===== config.mk =====
export PLATFORM = sky130hd
export DESIGN_NAME = to_upper_arbiter_flat
export DESIGN_NICKNAME = d
export VERILOG_FILES = /design/src/rtl/to_upper_arbiter_if.sv /design/src/rtl/to_upper_arbiter.sv /design/src/flat_wrapper.sv
export SDC_FILE = /design/constraint.sdc
export NUM_CORES = 1
export LEC_CHECK = 0
export ABC_AREA = 1
export CORE_MARGIN = 2
export CORE_UTILIZATION = 40
export CTS_BUF_LIST = sky130_fd_sc_hd__clkbuf_16
export CTS_CLUSTER_SIZE = 14
export DETAILED_ROUTE_END_ITERATION = 7
export GPL_TIMING_DRIVEN = 1
export PLACE_DENSITY = 0.76
export SLEW_MARGIN = 20
export SYNTH_ARGS = -nofsm -noshare
export SYNTH_HDL_FRONTEND = slang
export SYNTH_SLANG_ARGS = --single-unit

===== constraint.sdc =====
create_clock -name clk -period 1.25 [get_ports clk]
set_input_delay 0.25 -clock clk [delete_from_list [all_inputs] [get_ports clk]]
set_output_delay 0.25 -clock clk [all_outputs]
set_load 0.005 [all_outputs]

===== src/rtl/to_upper_arbiter_if.sv =====
// Bundle of requester, converter and result signals for to_upper_arbiter.
// Optional conv_count signal is present only when TOUPPER_STATS_EN is defined.
// master: the arbiter side; slave: the environment (requesters, converter, sink).
interface to_upper_arbiter_if;
    logic       req0_valid;
    logic [7:0] req0_data;
    logic       req0_ready;
    logic       req1_valid;
    logic [7:0] req1_data;
    logic       req1_ready;
    logic [7:0] conv_in;
    logic [7:0] conv_out;
    logic       out_valid;
    logic [7:0] out_data;
    logic       out_src;
    logic       out_ready;
    logic       busy;
`ifdef TOUPPER_STATS_EN
    logic [15:0] conv_count;
`endif

    modport master (
        input  req0_valid, req0_data, req1_valid, req1_data, conv_out, out_ready,
        output req0_ready, req1_ready, conv_in, out_valid, out_data, out_src, busy
`ifdef TOUPPER_STATS_EN
        , output conv_count
`endif
    );

    modport slave (
        output req0_valid, req0_data, req1_valid, req1_data, conv_out, out_ready,
        input  req0_ready, req1_ready, conv_in, out_valid, out_data, out_src, busy
`ifdef TOUPPER_STATS_EN
        , input conv_count
`endif
    );
endinterface


===== src/rtl/to_upper_arbiter.sv =====
// Round-robin sharing controller for the gate-level upper-case converter.
// Grants one of two requesters, holds the converter input for SETTLE_CYCLES,
// captures the converter output and presents it with a valid/ready handshake.
// Optional macro TOUPPER_STATS_EN adds a saturating count of changed characters.
module to_upper_arbiter #(
    parameter int unsigned SETTLE_CYCLES = 3,
    parameter int unsigned CNT_W         = 8
) (
    input  logic                 clk,
    input  logic                 rst,
    to_upper_arbiter_if.master   bus
);

    typedef enum logic [1:0] {IDLE, SETTLE, HOLD} state_t;

    state_t           state_q;
    logic [CNT_W-1:0] cnt_q;
    logic             last_grant_q;
    logic [7:0]       conv_in_q;
    logic             out_valid_q;
    logic [7:0]       out_data_q;
    logic             out_src_q;
    logic             busy_q;

    logic             grant0_d;
    logic             grant1_d;

    // Combinational grant: alternate on a tie, otherwise serve whoever is valid.
    always_comb begin
        grant0_d = 1'b0;
        grant1_d = 1'b0;
        if (state_q == IDLE) begin
            if (bus.req0_valid && bus.req1_valid) begin
                grant0_d = last_grant_q;
                grant1_d = ~last_grant_q;
            end else begin
                grant0_d = bus.req0_valid;
                grant1_d = bus.req1_valid;
            end
        end
    end

    // Transaction sequencer with registered outputs.
    always_ff @(posedge clk) begin
        if (rst) begin
            state_q      <= IDLE;
            cnt_q        <= '0;
            last_grant_q <= 1'b1;
            conv_in_q    <= '0;
            out_valid_q  <= 1'b0;
            out_data_q   <= '0;
            out_src_q    <= 1'b0;
            busy_q       <= 1'b0;
        end else begin
            unique case (state_q)
                IDLE: begin
                    if (grant0_d || grant1_d) begin
                        conv_in_q    <= grant1_d ? bus.req1_data : bus.req0_data;
                        out_src_q    <= grant1_d;
                        last_grant_q <= grant1_d;
                        cnt_q        <= CNT_W'(SETTLE_CYCLES - 1);
                        busy_q       <= 1'b1;
                        state_q      <= SETTLE;
                    end
                end
                SETTLE: begin
                    if (cnt_q != '0) begin
                        cnt_q <= cnt_q - 1'b1;
                    end else begin
                        out_data_q  <= bus.conv_out;
                        out_valid_q <= 1'b1;
                        state_q     <= HOLD;
                    end
                end
                HOLD: begin
                    if (bus.out_ready) begin
                        out_valid_q <= 1'b0;
                        busy_q      <= 1'b0;
                        state_q     <= IDLE;
                    end
                end
                default: state_q <= IDLE;
            endcase
        end
    end

    assign bus.req0_ready = grant0_d;
    assign bus.req1_ready = grant1_d;
    assign bus.conv_in    = conv_in_q;
    assign bus.out_valid  = out_valid_q;
    assign bus.out_data   = out_data_q;
    assign bus.out_src    = out_src_q;
    assign bus.busy       = busy_q;

`ifdef TOUPPER_STATS_EN
    logic [15:0] conv_count_q;

    // Count delivered results that differ from the converter input; saturate.
    always_ff @(posedge clk) begin
        if (rst) begin
            conv_count_q <= '0;
        end else if (out_valid_q && bus.out_ready && (out_data_q != conv_in_q)
                     && (conv_count_q != '1)) begin
            conv_count_q <= conv_count_q + 16'd1;
        end
    end

    assign bus.conv_count = conv_count_q;
`endif

endmodule


===== src/flat_wrapper.sv =====
// flat-port wrapper written by rule: the top's interface ports become plain ports
module to_upper_arbiter_flat 
#(
    parameter int unsigned SETTLE_CYCLES = 3,
    parameter int unsigned CNT_W         = 8
)
  (clk, rst, bus_req0_valid, bus_req0_data, bus_req1_valid, bus_req1_data, bus_conv_out, bus_out_ready, bus_req0_ready, bus_req1_ready, bus_conv_in, bus_out_valid, bus_out_data, bus_out_src, bus_busy);
  to_upper_arbiter_if bus_i ();
  input  logic clk;
  input  logic rst;
  input wire logic [$bits(bus_i.req0_valid)-1:0] bus_req0_valid;
  input wire logic [$bits(bus_i.req0_data)-1:0] bus_req0_data;
  input wire logic [$bits(bus_i.req1_valid)-1:0] bus_req1_valid;
  input wire logic [$bits(bus_i.req1_data)-1:0] bus_req1_data;
  input wire logic [$bits(bus_i.conv_out)-1:0] bus_conv_out;
  input wire logic [$bits(bus_i.out_ready)-1:0] bus_out_ready;
  output wire logic [$bits(bus_i.req0_ready)-1:0] bus_req0_ready;
  output wire logic [$bits(bus_i.req1_ready)-1:0] bus_req1_ready;
  output wire logic [$bits(bus_i.conv_in)-1:0] bus_conv_in;
  output wire logic [$bits(bus_i.out_valid)-1:0] bus_out_valid;
  output wire logic [$bits(bus_i.out_data)-1:0] bus_out_data;
  output wire logic [$bits(bus_i.out_src)-1:0] bus_out_src;
  output wire logic [$bits(bus_i.busy)-1:0] bus_busy;
  assign bus_i.req0_valid = bus_req0_valid;
  assign bus_i.req0_data = bus_req0_data;
  assign bus_i.req1_valid = bus_req1_valid;
  assign bus_i.req1_data = bus_req1_data;
  assign bus_i.conv_out = bus_conv_out;
  assign bus_i.out_ready = bus_out_ready;
  assign bus_req0_ready = bus_i.req0_ready;
  assign bus_req1_ready = bus_i.req1_ready;
  assign bus_conv_in = bus_i.conv_in;
  assign bus_out_valid = bus_i.out_valid;
  assign bus_out_data = bus_i.out_data;
  assign bus_out_src = bus_i.out_src;
  assign bus_busy = bus_i.busy;
  to_upper_arbiter #(.SETTLE_CYCLES(SETTLE_CYCLES), .CNT_W(CNT_W)) u_core (.clk(clk), .rst(rst), .bus(bus_i));
endmodule

# After elaboration in Yosys (flattened, before gate mapping)

Index checks and enable logic that the tools add are counted.

Add/subtract/negate cells: 1
Eq/ne operators: 6
Muxes and demuxes: 17
Bitwise gates (word level): 2
Reduce and logical (&&, ||, !) cells: 13

Operators by type and width:

| kind                                                                     | number |
|---|---|
| 8-bit 2-to-1 mux                                                         | 3 |
| 8-bit case mux with 2 select lines                                       | 1 |
| 3-bit AND reduction                                                      | 4 |
| 8-bit nonzero test                                                       | 1 |
| 8-bit by 1-bit subtractor with 8-bit output (second input constant)      | 1 |
| 1-bit 2-to-1 mux                                                         | 7 |
| 2-bit 2-to-1 mux                                                         | 3 |
| 2-bit inequality test (second input constant)                            | 3 |
| 2-bit case mux with 3 select lines                                       | 1 |
| 2-bit nonzero test                                                       | 3 |
| 1-bit case mux with 2 select lines                                       | 2 |
| 2-bit AND reduction                                                      | 2 |
| 2-bit by 1-bit == test with 1-bit output (second input constant)         | 1 |
| 2-bit == test (second input constant)                                    | 1 |
| 2-bit zero test                                                          | 1 |
| 2-bit by 1-bit inequality test with 1-bit output (second input constant) | 1 |
| 1-bit inverter                                                           | 2 |
| 1-bit logical AND                                                        | 1 |
| 1-bit logical OR                                                         | 1 |

Register bits after elaboration: 30
Input port bits: 29
Output and inout bits: 21

# Longest topological paths before layout

Gate-level depths: netlist (run 1).

Word-level depth: 6
Depth in mapped cells: 8
Mapped depth without buffers: 8

# Worst setup path before layout (run 1)

No wires, ideal clock.

Kind: register to register
Start point: register u_core.cnt_q[0]
End point: register u_core.cnt_q[7]
Data arrival time: 1.205 ns
Data required time: 1.135 ns
Slack: -0.070 ns
Stages on the path, launching flop included: 8
Period minus slack after synthesis: 1.320 ns
Cells stage by stage: dfxtp_1 -> inv_1 -> ha_1 -> nand2_1 -> o21ai_4 -> nand2_4 -> a21oi_1 -> nor2_1

Longest elaborated chain between the ends: 3
Elaborated cells on any way between the ends: 6

RTL lines:

| item                                                                                 | RTL line                                       | text |
|---|---|---|
| start: declaration                                                                   | to_upper_arbiter.sv:17                         | `logic [CNT_W-1:0] cnt_q;` |
| start signal: assignment                                                             | to_upper_arbiter.sv:61                         | `cnt_q <= CNT_W'(SETTLE_CYCLES - 1);` |
| start signal: assignment                                                             | to_upper_arbiter.sv:68                         | `cnt_q <= cnt_q - 1'b1;` |
| 8-bit by 1-bit subtractor with 8-bit output or 8-bit nonzero test (tied branches)    | to_upper_arbiter.sv:68, to_upper_arbiter.sv:67 |  |
| 8-bit 2-to-1 mux or 2-bit by 1-bit inequality test with 1-bit output (tied branches) | n/a                                            |  |
| 8-bit case mux with 2 select lines or 3-bit AND reduction (tied branches)            | n/a                                            |  |

Parallel ways exist; a longest one is shown, timed or not. The select of a mux whose other input is x is not followed.
A chain may end at the register's enable or synchronous reset.

# Worst setup path after layout (run 1)

Start point: register u_core.state_q[1]
End point: output port bus_req0_ready

Longest elaborated chain between the ends: 2

RTL lines:

| item                     | RTL line               | text |
|---|---|---|
| start: declaration       | to_upper_arbiter.sv:16 | `state_t state_q;` |
| start signal: assignment | to_upper_arbiter.sv:46 | `state_q <= IDLE;` |
| start signal: assignment | to_upper_arbiter.sv:63 | `state_q <= SETTLE;` |
| start signal: assignment | to_upper_arbiter.sv:72 | `state_q <= HOLD;` |
| 2-bit zero test          | to_upper_arbiter.sv:32 | `if (state_q == IDLE) begin` |
| 1-bit 2-to-1 mux         | to_upper_arbiter.sv:32 |  |
| end: declaration         | flat_wrapper.sv:17     | `output wire logic [$bits(bus_i.req0_ready)-1:0] bus_req0_ready;` |

No other way between the ends.

==> results of run 1 <==
## cells in the final DEF, fill, tap and decap left out, drive strengths merged, types with 2 or more instances in the layout
cell / n
nor2: 30
buf: 40
o21ai: 10
dlygate4sd2: 21
inv: 20
clkdlybuf4s50: 26
dfxtp: 30
nand2: 56
clkbuf: 5
a21oi: 14
ha: 2
nand3: 20
clkinv: 2
nand4: 2
## critical path: stages, from the launching register on
cell     delay (ps)
dfxtp_2         320
nor2_2          120
buf_6           130
nand2_4          50
a21oi_4         120
buf_2           130
## path summary, 6_finish.rpt
kind,slack (ps),from,cells past startpoint,end
min reg2reg,460,u_core.bus.out_valid,2,u_core.bus.out_valid
max,-150,u_core.state_q[1],5,bus_req0_ready
max reg2reg,-110,u_core.state_q[1],10,u_core.bus.conv_in[0]
min,460,u_core.bus.out_valid,2,u_core.bus.out_valid
## per-stage QoR
stage                     hold WS (ps)  setup slack (ps)  total power [mW]  util (%)
after CTS                          463              -161              6.42      74.6
after detailed placement           459              -588              4.85      65.8
after global placement             453              -568              4.79      65.8
after global routing               486              -181              7.51      80.1
final                              463              -153              7.08      80.1
after floorplan                    319              3.71              3.19         -
## synth_stat cells (2+ instances only)
library cell,number
o21ai_1,8
nand2_4,2
nand4_1,2
inv_1,17
nor2_2,3
nor2_1,26
ha_1,2
nand2_1,54
dfxtp_1,30
nand3_1,19
a21oi_1,13
clkbuf_1,2
## report_power, final
group	switching, mW	internal, mW
sequential	0.218	1.33
clock	0.424	0.718
combinational	2.21	2.18
## cells by family after synthesis
kind of cell / Yosys count / synth area share [%]
compound gates: 27 / 12.1
xor+xnor: 2 / 1.25
fa+ha+maj: 2 / 1.79
buf+inv: 24 / 7.34
flops: 30 / 43.0
simple gates: 110 / 34.6
## state kept, by name, summed over array words and instances (netlist names)
signal / cells
u_core.last_grant_q: 1
u_core.bus.out_valid: 1
u_core.bus.out_data: 8
u_core.bus.busy: 1
u_core.state_q: 2
u_core.bus.out_src: 1
u_core.cnt_q: 8
u_core.bus.conv_in: 8
## final cells by class
cell class | count | area [um^2]
inverter | 19 | 73.8
fill | 220 | 663
clock inverter | 3 | 12.5
sequential | 30 | 609
clock buffer | 5 | 125
timing repair buffer | 87 | 845
tap | 46 | 57.6
multi-input combinational | 141 | 951
## what timing repair did
| action | in CTS | in global routing |
|---|---|---|
| endpoints found under the setup margin | 43 | 29 |
| pin swaps | 13 | 31 |
| setup buffers | 9 | 3 |
| cloned | 0 | 0 |
| hold buffers | 0 | 0 |
| gates resized for setup | 62 | 54 |
## layer usage
layer	GRT usage [%]	vias up	share of wire, %
li1	-	804	-
met1	24.1	786	38
met2	40.0	55	54
met3	9.11	12	5.3
met4	9.72	0	2.6
met5	0	-	0
==> flow_summary_export.csv, run 1 <==
group,metric,value,unit
floorplan,ioPinCount,50,
timing,final-max-slew-violation-count,0,
critical_path,setup.worst_path.class,"reg -> out",
detailed_routing,vias,1657,
floorplan,die_area,3980,um^2
clock_tree,cts_tree,"built",
timing,slew_headroom,81.7,%
detailed_routing,vias_per_cell,5.01,
clock_tree,clk_latency,280,ps
floorplan,num_rows,21,
timing,worstMarginPinSlew,275,ps
critical_path,cp-end-kind,"output pin",
clock_tree,clkSinkCount,30,
place,place_congestion,0.875,
detailed_routing,drt-pass1-iter-count,4,
synthesis,synth_top_cell_by_area,"dfxtp_1",
synthesis,async_flop_share,0,%
detailed_routing,postRouteAntennaNets,0,
timing,finClkSkew,3.51,ps
synthesis,netlist_instances,195,
power_and_ir_drop,p_leak,1.27,nW
synthesis,synthesis.nets,226,
synthesis,syn-cell-area,1400,um^2
place,place_area,2190,um^2
clock_tree,clockRootBuffer,"clkbuf_16",
place,dp.cells,314,
critical_path,startpoint_type,"flip-flop",
final_layout,area_delta_synth_final,91.3,%
global_routing,grt_pass1_vias,1558,
final_layout,antenna-diode-count,0,
timing,fin_crit_sh,112,%
timing,tns,-1090,ps
synthesis,ys_seq_elements,30,
clock_tree,cts_max_level,2,
timing,setup_viol,18,
final_layout,instances_no_fill,331,
critical_path,path_max_fanout,3,
synthesis,synth_top_area_share,43.0,%
global_routing,grt.total_usage,22.8,%
detailed_routing,first_iter_violations,69,
synthesis,synth-warning-count,0,
timing,fin_ws,-153,ps
floorplan,die_h,63.1,um
global_routing,grt_pass1_wl,7020,um
floorplan,fp.coreArea,3340,um^2
hold_path,hold_class,"reg -> reg",
synthesis,synth_edf_count,0,
final_layout,nNetsFinal,315,
global_routing,grt_max_degree,17,
timing,period_minus_slack,1400,ps
clock_tree,path_clk_slew,50,ps
synthesis,synth.area.top_cells,"dfxtp_1 (43%), nand2_1 (15%), nor2_1 (7.0%), nand3_1 (6.8%), a21oi_1 (4.7%)",
global_routing,overflow,0,
synthesis,synth_flop_cell,"dfxtp_1",
detailed_routing,wire_per_inst,14.1,um
clock_tree,clock_path_buffers,2,
job,drv_cap,0,
power_and_ir_drop,vdd_ir_drop_max,1.23,mV
timing,fmax,713,MHz
detailed_routing,drc_errors,0,
floorplan,die_x,63.1,um
critical_path,crit_required,1000,ps
run_status,failed_checks,"negative setup slack",
critical_path,cp.arrival,1150,ps
timing,rsz0062_at_grt,"yes",
power_and_ir_drop,power.density,2650,nW/um^2
synthesis,yosysUniqueCellTypes,29,
global_routing,antenna_found_initial,0,
synthesis,syn_area_per_cell,7.17,um^2
run_status,status,"complete, but fails checks",
floorplan,initial_core_util,41.9,%
final_layout,final_cell_area,2670,um^2
timing,hold_viol,0,
place,hpwl,2610,um
place,port_buffers,49,
synthesis,yosysSeqAreaShare,43.0,%
final_layout,drive_above_1_share,40.4,%
detailed_routing,wl,4650,um
clock_tree,cts_buffers,5,
(Power assumes the default switching activity.)
==> inputs of run 2 (changes only) <==
Settings changed: CORE_MARGIN 2 to 10, CORE_UTILIZATION 40 to 34, PLACE_DENSITY 0.76 to 0.66.
==> flow_summary_export.csv, run 2 (synthesized netlist as in run 1, its figures left out) <==
group,metric,value,unit
timing,hold_viol,0,
timing,final-max-slew-violation-count,0,
timing,holdWs,464,ps
clock_tree,clock_path_buffers,2,
detailed_routing,wl,4980,um
timing,finClkSkew,5.01,ps
hold_path,hp-start,"u_core.bus.out_src",
timing,worstMarginPinSlew,292,ps
place,pre_cts_ws,-486,ps
clock_tree,cts_max_level,2,
hold_path,hold_class,"reg -> reg",
critical_path,path_max_fanout,2,
global_routing,grt_pass1_vias,1613,
critical_path,startpoint_type,"flip-flop",
final_layout,multi_input_area,1040,um^2
detailed_routing,vias,1630,
final_layout,layout_common_cells,"nand2_1 (36), clkdlybuf4s50_1 (26), buf_4 (26)",
critical_path,reg2reg_slack,-160,ps
final_layout,fillers,302,
critical_path,r2r-end,"u_core.cnt_q[2]",
floorplan,die_h,84.1,um
critical_path,cp.arrival,1160,ps
job,drv_cap,0,
clock_tree,clkSinkCount,30,
power_and_ir_drop,p_int,4.49,mW
power_and_ir_drop,p_clk_share,14.8,%
place,place_congestion,0.756,
critical_path,critPathSlowestCell,"dfxtp_2",
timing,setup_viol,26,
detailed_routing,vias_per_cell,4.77,
critical_path,cp_num_buf_inv,2,
detailed_routing,first_iter_violations,40,
timing,fmax,707,MHz
place,hpwl,3050,um
global_routing,antenna_found_initial,0,
clock_tree,cts_buffers,5,
detailed_routing,drc_errors,0,
timing,rsz0062_at_grt,"yes",
final_layout,nNetsFinal,322,
power_and_ir_drop,pwr-share-seq,20.6,%
floorplan,fp.coreArea,4000,um^2
clock_tree,clockRootBuffer,"clkbuf_16",
timing,fin_crit_sh,113,%
timing,period_minus_slack,1410,ps
power_and_ir_drop,p_leak,1.38,nW
floorplan,die_area,7080,um^2
final_layout,antenna-diode-count,0,
power_and_ir_drop,p_sw_share,40.5,%
global_routing,overflow,0,
floorplan,ioPinCount,50,
power_and_ir_drop,power.density,2660,nW/um^2
critical_path,crit_required,1000,ps
floorplan,die_x,84.1,um
power_and_ir_drop,vdd_ir_drop_max,1.29,mV
floorplan,num_rows,23,
critical_path,slowest_delay,330,ps
critical_path,rr_startpoint,"u_core.cnt_q[7]",
power_and_ir_drop,switching_power,3.06,mW
final_layout,regArea,607,um^2
final_layout,final_common_cell,"nand2_1",
critical_path,cp-end-kind,"output pin",
global_routing,grt_pass1_wl,7180,um
run_status,failed_checks,"negative setup slack",
critical_path,r2r_cells,6,
critical_path,setup.worst_path.class,"reg -> out",
critical_path,cp_cell_sequence,"nor2_4, buf_6, nand2_4, a21oi_4, buf_2",
run_status,status,"complete, but fails checks",
global_routing,grt_max_degree,13,
detailed_routing,wire_per_inst,14.6,um
detailed_routing,drt-pass1-iter-count,4,
final_layout,drive_above_1_share,45.2,%
floorplan,initial_core_util,34.9,%
timing,fin_ws,-164,ps
clock_tree,clk_latency,270,ps
timing,slew_headroom,80.4,%
critical_path,cp_top_family,"flip-flops",
detailed_routing,postRouteAntennaNets,0,
place,port_buffers,49,
hold_path,min_to,"u_core.bus.out_src",
power_and_ir_drop,combPwrFrac,64.6,%
clock_tree,path_clk_slew,50,ps
hold_path,min_path_cells,2,
final_layout,area_delta_synth_final,103,%
clock_tree,hold_buffers,0,
global_routing,grt.total_usage,12.2,%
clock_tree,cts_tree,"built",
run 2: cell types whose count changed in the layout (fill, tap and decap cells not counted), sizes merged:
cell      before  now
buf           40   47
clkinvlp       0    1
inv           20   17
clkinv         2    4
run 2: through the flow:
step                cell area [um^2]  power [mW]  setup TNS [ps]  util, %  instances
detailed placement              2180        4.68           -8060     54.6        321
global placement                2180        4.63           -7530     54.6        321
global route                    2840        8.06           -3840     71.0        342
floorplan                       1400        3.19               0        -        195
CTS                             2510        6.41           -1850     62.8        339
finish                          2840        7.55           -2010     71.0        342
run 2: metal layers:
metal  global-route usage, %  wire length, um  vias up
met1                    12.6             1830      761
met3                    8.11              500        5
li1                        -                -      818
met5                       0                0        -
met4                    4.57               41        0
met2                    19.2             2610       46
run 2: cell type report:
class | instances | share of cell area [%]
well taps | 50 | 2.20
inverters | 19 | 2.69
flip-flops and latches | 30 | 21.4
clock buffers | 5 | 4.40
multi-input cells | 141 | 36.7
clock inverters | 3 | 0.396
repair buffers | 94 | 32.2
run 2: tightest hold or removal path: stages, from the launching register on:
cell,delay [ps]
dfxtp_1,310
nand2_1,60
a21oi_1,50
run 2: how the worst max path moves through the flow:
stage                       from                endpoint  slack (ps)  cells after the start
3_3_place_gp      bus_req1_valid          bus_req1_ready        -490                      4
5_1_grt          u_core.cnt_q[7]         u_core.cnt_q[2]        -260                      6
4_1_cts        u_core.state_q[0]          bus_req0_ready        -200                      6
2_1_floorplan    u_core.cnt_q[0]  u_core.bus.out_data[0]           4                      8
6_report       u_core.state_q[1]          bus_req0_ready        -160                      5
3_5_place_dp      bus_req0_valid          bus_req0_ready        -490                      4
run 2: repair_timing:
action / in CTS / in global routing
endpoints found under the setup margin: 44 / 29
pin swaps: 9 / 22
gates resized for setup: 63 / 77
hold endpoints to repair: 0 / 0
setup buffers: 10 / 6
cloned: 1 / 0
run 2: power by group through the flow:
stage	clock [mW]	combinational, mW	sequential (mW)
after global placement	0	3.13	1.50
after floorplan	0	1.63	1.56
after global routing	1.17	5.28	1.60
final	1.11	4.88	1.56
after CTS	1.14	3.75	1.51
after detailed placement	0	3.17	1.51
